`src/rtl/noc_output_port_arbiter.sv`:
```
//------------------------------------------------------------------------------
// Module      : noc_output_port_arbiter
// Description : Wormhole output-port arbiter, two-class round-robin with
//               starvation timeout.
// Revision    : 1.0 - initial release
//------------------------------------------------------------------------------
`default_nettype none

module noc_output_port_arbiter #(
   parameter int NPORT   = 5,
   parameter int TIMEOUT = 64,
   parameter int CW      = 7
) (
   input  logic               clk,
   input  logic               rst,
   input  logic [NPORT-1:0]   req,
   input  logic [NPORT-1:0]   prio,
   input  logic [3*NPORT-1:0] flit_type,
   input  logic               out_ready,
   output logic [NPORT-1:0]   bussy,
   output logic [NPORT-1:0]   grant,
   output logic [2:0]         out_sel,
   output logic               out_valid,
   output logic               locked,
   output logic               timeout_err
);

   typedef enum logic [0:0] {
      ST_IDLE = 1'b0,
      ST_LOCK = 1'b1
   } state_t;

   localparam logic [3:0]       C_NPORT   = 4'(NPORT);
   localparam logic [2:0]       C_LAST    = 3'(NPORT - 1);
   localparam logic [NPORT-1:0] C_ONE     = NPORT'(1);
   localparam logic [CW-1:0]    C_TO_LAST = CW'(TIMEOUT - 1);
   localparam logic [2:0]       C_TAIL    = 3'b001;
   localparam logic [2:0]       C_SINGLE  = 3'b110;

   state_t           r_state;
   logic [2:0]       r_prio_ptr;
   logic [2:0]       r_reg_ptr;
   logic [CW-1:0]    r_cnt;
   logic [NPORT-1:0] r_grant;
   logic [2:0]       r_sel;
   logic             r_err;

   logic [NPORT-1:0] w_pmask;
   logic             w_use_prio;
   logic [2:0]       w_win;
   logic [2:0]       w_win_next;
   logic [NPORT-1:0] w_onehot;
   logic             w_cur_req;
   logic [2:0]       w_cur_type;
   logic             w_xfer;
   logic             w_tail;
   logic             w_starve;

   // First set bit of vec at or after ptr, scanning circularly.
   function automatic logic [2:0] rr_pick(input logic [NPORT-1:0] vec,
                                          input logic [2:0]       ptr);
      logic [7:0] v;
      logic [3:0] idx;
      logic       found;
      v       = 8'(vec);
      found   = 1'b0;
      rr_pick = 3'd0;
      for (int k = 0; k < NPORT; k++) begin
         idx = {1'b0, ptr} + 4'(k);
         if (idx >= C_NPORT)
            idx = idx - C_NPORT;
         if (!found && v[idx[2:0]]) begin
            found   = 1'b1;
            rr_pick = idx[2:0];
         end
      end
   endfunction

   assign w_pmask    = req & prio;
   assign w_use_prio = |w_pmask;
   assign w_win      = w_use_prio ? rr_pick(w_pmask, r_prio_ptr) : rr_pick(req, r_reg_ptr);
   assign w_win_next = (w_win == C_LAST) ? 3'd0 : w_win + 3'd1;
   assign w_onehot   = C_ONE << w_win;

   always_comb begin
      w_cur_type = 3'b000;
      for (int i = 0; i < NPORT; i++)
         w_cur_type = w_cur_type | (flit_type[3*i +: 3] & {3{r_grant[i]}});
   end

   assign w_cur_req = |(req & r_grant);
   assign w_xfer    = (r_state == ST_LOCK) & w_cur_req & out_ready;
   assign w_starve  = (r_state == ST_LOCK) & ~w_cur_req & out_ready;
   assign w_tail    = (w_cur_type == C_TAIL) | (w_cur_type == C_SINGLE);

   // Grant is all-zero outside a lock, so every input stalls while idle.
   assign bussy       = ~(r_grant & {NPORT{out_ready}});
   assign grant       = r_grant;
   assign out_sel     = r_sel;
   assign out_valid   = w_xfer;
   assign locked      = (r_state == ST_LOCK);
   assign timeout_err = r_err;

   always_ff @(posedge clk or posedge rst) begin
      if (rst) begin
         r_state    <= ST_IDLE;
         r_prio_ptr <= 3'd0;
         r_reg_ptr  <= 3'd0;
         r_cnt      <= '0;
         r_grant    <= '0;
         r_sel      <= 3'd0;
         r_err      <= 1'b0;
      end else begin
         r_err <= 1'b0;
         case (r_state)
            ST_IDLE: begin
               if (|req) begin
                  r_grant <= w_onehot;
                  r_sel   <= w_win;
                  r_cnt   <= '0;
                  r_state <= ST_LOCK;
                  if (w_use_prio)
                     r_prio_ptr <= w_win_next;
                  else
                     r_reg_ptr  <= w_win_next;
               end
            end
            ST_LOCK: begin
               if (w_xfer) begin
                  r_cnt <= '0;
                  if (w_tail) begin
                     r_state <= ST_IDLE;
                     r_grant <= '0;
                     r_sel   <= 3'd0;
                  end
               end else if (w_starve) begin
                  // Owner has nothing to send although downstream is ready.
                  if (r_cnt == C_TO_LAST) begin
                     r_state <= ST_IDLE;
                     r_grant <= '0;
                     r_sel   <= 3'd0;
                     r_cnt   <= '0;
                     r_err   <= 1'b1;
                  end else begin
                     r_cnt <= r_cnt + CW'(1);
                  end
               end
            end
            default: r_state <= ST_IDLE;
         endcase
      end
   end

endmodule

`default_nettype wire

```
`config.mk`:
```
export PLATFORM = sky130hd
export DESIGN_NAME = noc_output_port_arbiter
export DESIGN_NICKNAME = d
export VERILOG_FILES = /design/src/rtl/noc_output_port_arbiter.sv
export SDC_FILE = /design/constraint.sdc
export NUM_CORES = 1
export LEC_CHECK = 0
export ABC_AREA = 1
export CORE_MARGIN = 2
export CORE_UTILIZATION = 28
export CTS_CLUSTER_DIAMETER = 30
export DETAILED_ROUTE_END_ITERATION = 12
export GPL_TIMING_DRIVEN = 0
export HOLD_SLACK_MARGIN = 0.02
export MAX_ROUTING_LAYER = met4
export PLACE_DENSITY_LB_ADDON = 0.05
export SETUP_SLACK_MARGIN = 0.15
export SYNTH_ARGS = -nofsm -noshare
export SYNTH_HDL_FRONTEND = slang
export SYNTH_SLANG_ARGS = --single-unit
export TNS_END_PERCENT = 20
```
`constraint.sdc`:
```
create_clock -name clk -period 5.1 [get_ports clk]
set_input_delay 1.02 -clock clk [delete_from_list [all_inputs] [get_ports clk]]
set_output_delay 1.02 -clock clk [all_outputs]
set_load 0.01 [all_outputs]
```
==> flow_summary.yaml <==
cts:
  worst_skew_pair.late_latency_ns: 0.27
  clock_sinks: 23
  cts_root_buf: "clkbuf_8"
  cts_max_level: 1
  path_clk_slew_ns: 0.08
  clk_path_buf_depth: 2
  cts_buffers: 3
  cts_hold_buf: 0
  cts_resized: 0
  cts_tree: "done"
  post_cts_buffers: 0
drt:
  wl_mm: 9.09
  drtIter0Drc: 89
  post-route-drc-count: 0
  viasPerCell: 4.77
  ant_nets: 0
  vias: 3279
  avgRoutedWirePerCell_um: 13.2
  first_pass_iters: 4
final_layout:
  drive_gt1_frac: 0.0675
  stdcell_area_um2: 3680
  finalNonFillerCells: 688
  area_growth_pct: 21.1
  diodes: 0
  n_fill_cell: 1189
  fin_nets: 601
setup_path:
  startpoint_type: "primary input"
  arrival_ns: 2.97
  cp_top_family: "buffers and inverters"
  crit_required_ns: 4.08
  worst-setup-path-type: "primary input to output port"
  critPathMaxStageDelay_ns: 0.62
  regToRegSetupSlack_ns: 1.21
  path_cells: "clkdlybuf4s50_1 > inv_1 > o22ai_1 > a21oi_1 > o211ai_1 > nand2_1 > inv_1 > clkdlybuf4s50_1"
  path_max_fanout: 5
  crit_slowest_cell: "clkdlybuf4s50_1"
  cp_num_buf_inv: 4
  cp-end-kind: "output port"
synthesis:
  synth.largest_area_cell: "dfrtp_1"
  synth_warnings: 0
  yosysSeqAreaShare: 0.189
  synth.avg_cell_area_um2: 6.06
  synth_top_area_frac: 0.189
  synth_cells: 502
  synth_area_leaders: "dfrtp_1 (19%), nand2_1 (18%), nand3_1 (9.9%)"
  synth.ff_latch_count: 23
  synth_nets: 554
  syn-cell-area_um2: 3040
  synth_cell_types: 41
global_routing:
  use_met2: 0.266
  grt_max_degree: 24
  grt_pass1_wl_mm: 15.3
  first_global_vias: 3196
  busiest_layer: "met2"
  gr-usage-all-layers: 0.166
  met3_usage: 0.00844
  antenna_found_initial: 0
  met1_usage: 0.235
  grt-ovfl-total: 0
placed_design:
  gp_congestion: 0.822
  dp_cells: 684
  hpwl_mm: 7.46
  dpl_cell_area_um2: 3640
  portBuffers: 42
sta:
  worst_pin_slew_ns: 0.894
  final-hold-violation-count: 0
  fin_skew_ns: 0.00578
  slew_violations: 0
  final-setup-viol-count: 0
  max_slew_margin: 0.404
  tns_ns: 0
  layout_min_cycle_time_ns: 3.99
  hold_ws_ns: 0.458
  fmax_mhz: 251
  rsz0062_at_grt: "false"
  fin_crit_sh: 0.782
die:
  die_y_um: 108
  die-area_um2: 11700
  rows: 38
  start_util: 0.284
  core_area_um2: 10700
  io_pins: 44
  die_x_um: 108
hold_path:
  hold_path_class: "register to register"
status:
  status: "finished clean"
run:
  maxCapViolCount: 0
-- cell usage after synthesis, drive strengths merged --
cell    count
nand2     159
inv        84
nand3      67
o21ai      41
nor2       34
dfrtp      23
ha         22
nand4      16
a21oi      15
o211ai      7
a221oi      3
buf         3
nand3b      3
o22ai       3
xor2        3
a21boi      2
fa          2
nor3        2
nor4        2
o221ai      2
xnor2       2
a21o        1
a31oi       1
and2        1
clkbuf      1
clkinv      1
o31ai       1
or2         1
-- path summary, 6_finish.rpt --
kind                                           from                  endpoint  depth (start not counted)
max                                          req[2]                 out_valid                          8
min                            r_cnt[5]$_DFFE_PP0P_      r_cnt[5]$_DFFE_PP0P_                          1
max reg2reg                r_reg_ptr[1]$_DFFE_PP0P_  r_reg_ptr[2]$_DFFE_PP0P_                         21
min reg2reg                    r_cnt[5]$_DFFE_PP0P_      r_cnt[5]$_DFFE_PP0P_                          1
max in group asynchronous                       rst    out_sel[0]$_DFFE_PP0P_                          2
min in group asynchronous                       rst      r_cnt[1]$_DFFE_PP0P_                          2
-- metal layers --
layer,wire length (um),share of wire
met2,3980,0.44
met3,257,0.028
met5,0,0
met1,4760,0.52
met4,93,0.010
-- kinds of logic (layout without fill, tap and decap cells) --
kind of cell	count (synthesis)	after routing	synth area share
compound gates	76	76	0.151
simple gates	285	285	0.427
buf+inv	89	135	0.115
xor+xnor	5	5	0.0144
fa+ha+maj	24	24	0.104
flops	23	23	0.189
-- sequential cells by signal, indices dropped and copies added, names as in the netlist --
signal,flops
r_prio_ptr,3
r_reg_ptr,3
out_sel,3
grant,5
r_cnt,7
timeout_err,1
locked,1
-- per-stage QoR --
| stage | util | setup slack [ns] |
|---|---|---|
| finish | 0.344 | 1.11 |
| global route | 0.344 | 0.857 |
| CTS | 0.344 | 1.13 |
| detailed placement | 0.340 | 1.01 |
| global placement | 0.340 | 1.07 |
| floorplan | - | 1.79 |
-- final cells by class --
type	instances	area, um2	share of cell area
buffer	4	27.5	0.00747
clock buffer	3	41.3	0.0112
clock inverter	1	5.00	0.00136
inverter	85	322	0.0873
multi-input combinational	390	2120	0.575
sequential	23	576	0.156
tap	140	175	0.0476
timing repair buffer	42	420	0.114
-- layout by cell type (no fill, tap or decap), types with 2 or more instances in the layout --
cell type | netlist | layout
ha_1 | 22 | 22
clkdlybuf4s50_1 | 0 | 42
a221oi_1 | 3 | 3
clkbuf_8 | 0 | 3
o21ai_0 | 27 | 27
o22ai_1 | 3 | 3
xor2_1 | 3 | 3
a21oi_1 | 13 | 13
inv_2 | 4 | 4
nand3b_1 | 3 | 3
nor3_1 | 2 | 2
nand2_4 | 2 | 2
xnor2_1 | 2 | 2
dfrtp_1 | 23 | 23
nand3_2 | 7 | 7
o21ai_1 | 11 | 11
a21boi_0 | 2 | 2
o211ai_1 | 7 | 7
nand2_1 | 149 | 149
inv_1 | 79 | 79
o21ai_2 | 3 | 3
nor2_1 | 32 | 32
nand4_1 | 16 | 16
nand2_2 | 8 | 8
o221ai_1 | 2 | 2
nand3_1 | 60 | 60
fa_1 | 2 | 2
nor4_1 | 2 | 2
-- worst reg2reg max path, delay by kind of cell (launching register included) --
| family | cells | cell delay (ns) |
|---|---|---|
| fa+ha+maj | 4 | 1.13 |
| compound gates | 2 | 0.43 |
| buf+inv | 4 | 0.54 |
| flops | 1 | 0.56 |
| simple gates | 11 | 1.18 |
Power is not shown: default switching activity piles up to over one toggle a cycle in this logic, so the estimate is an artifact.
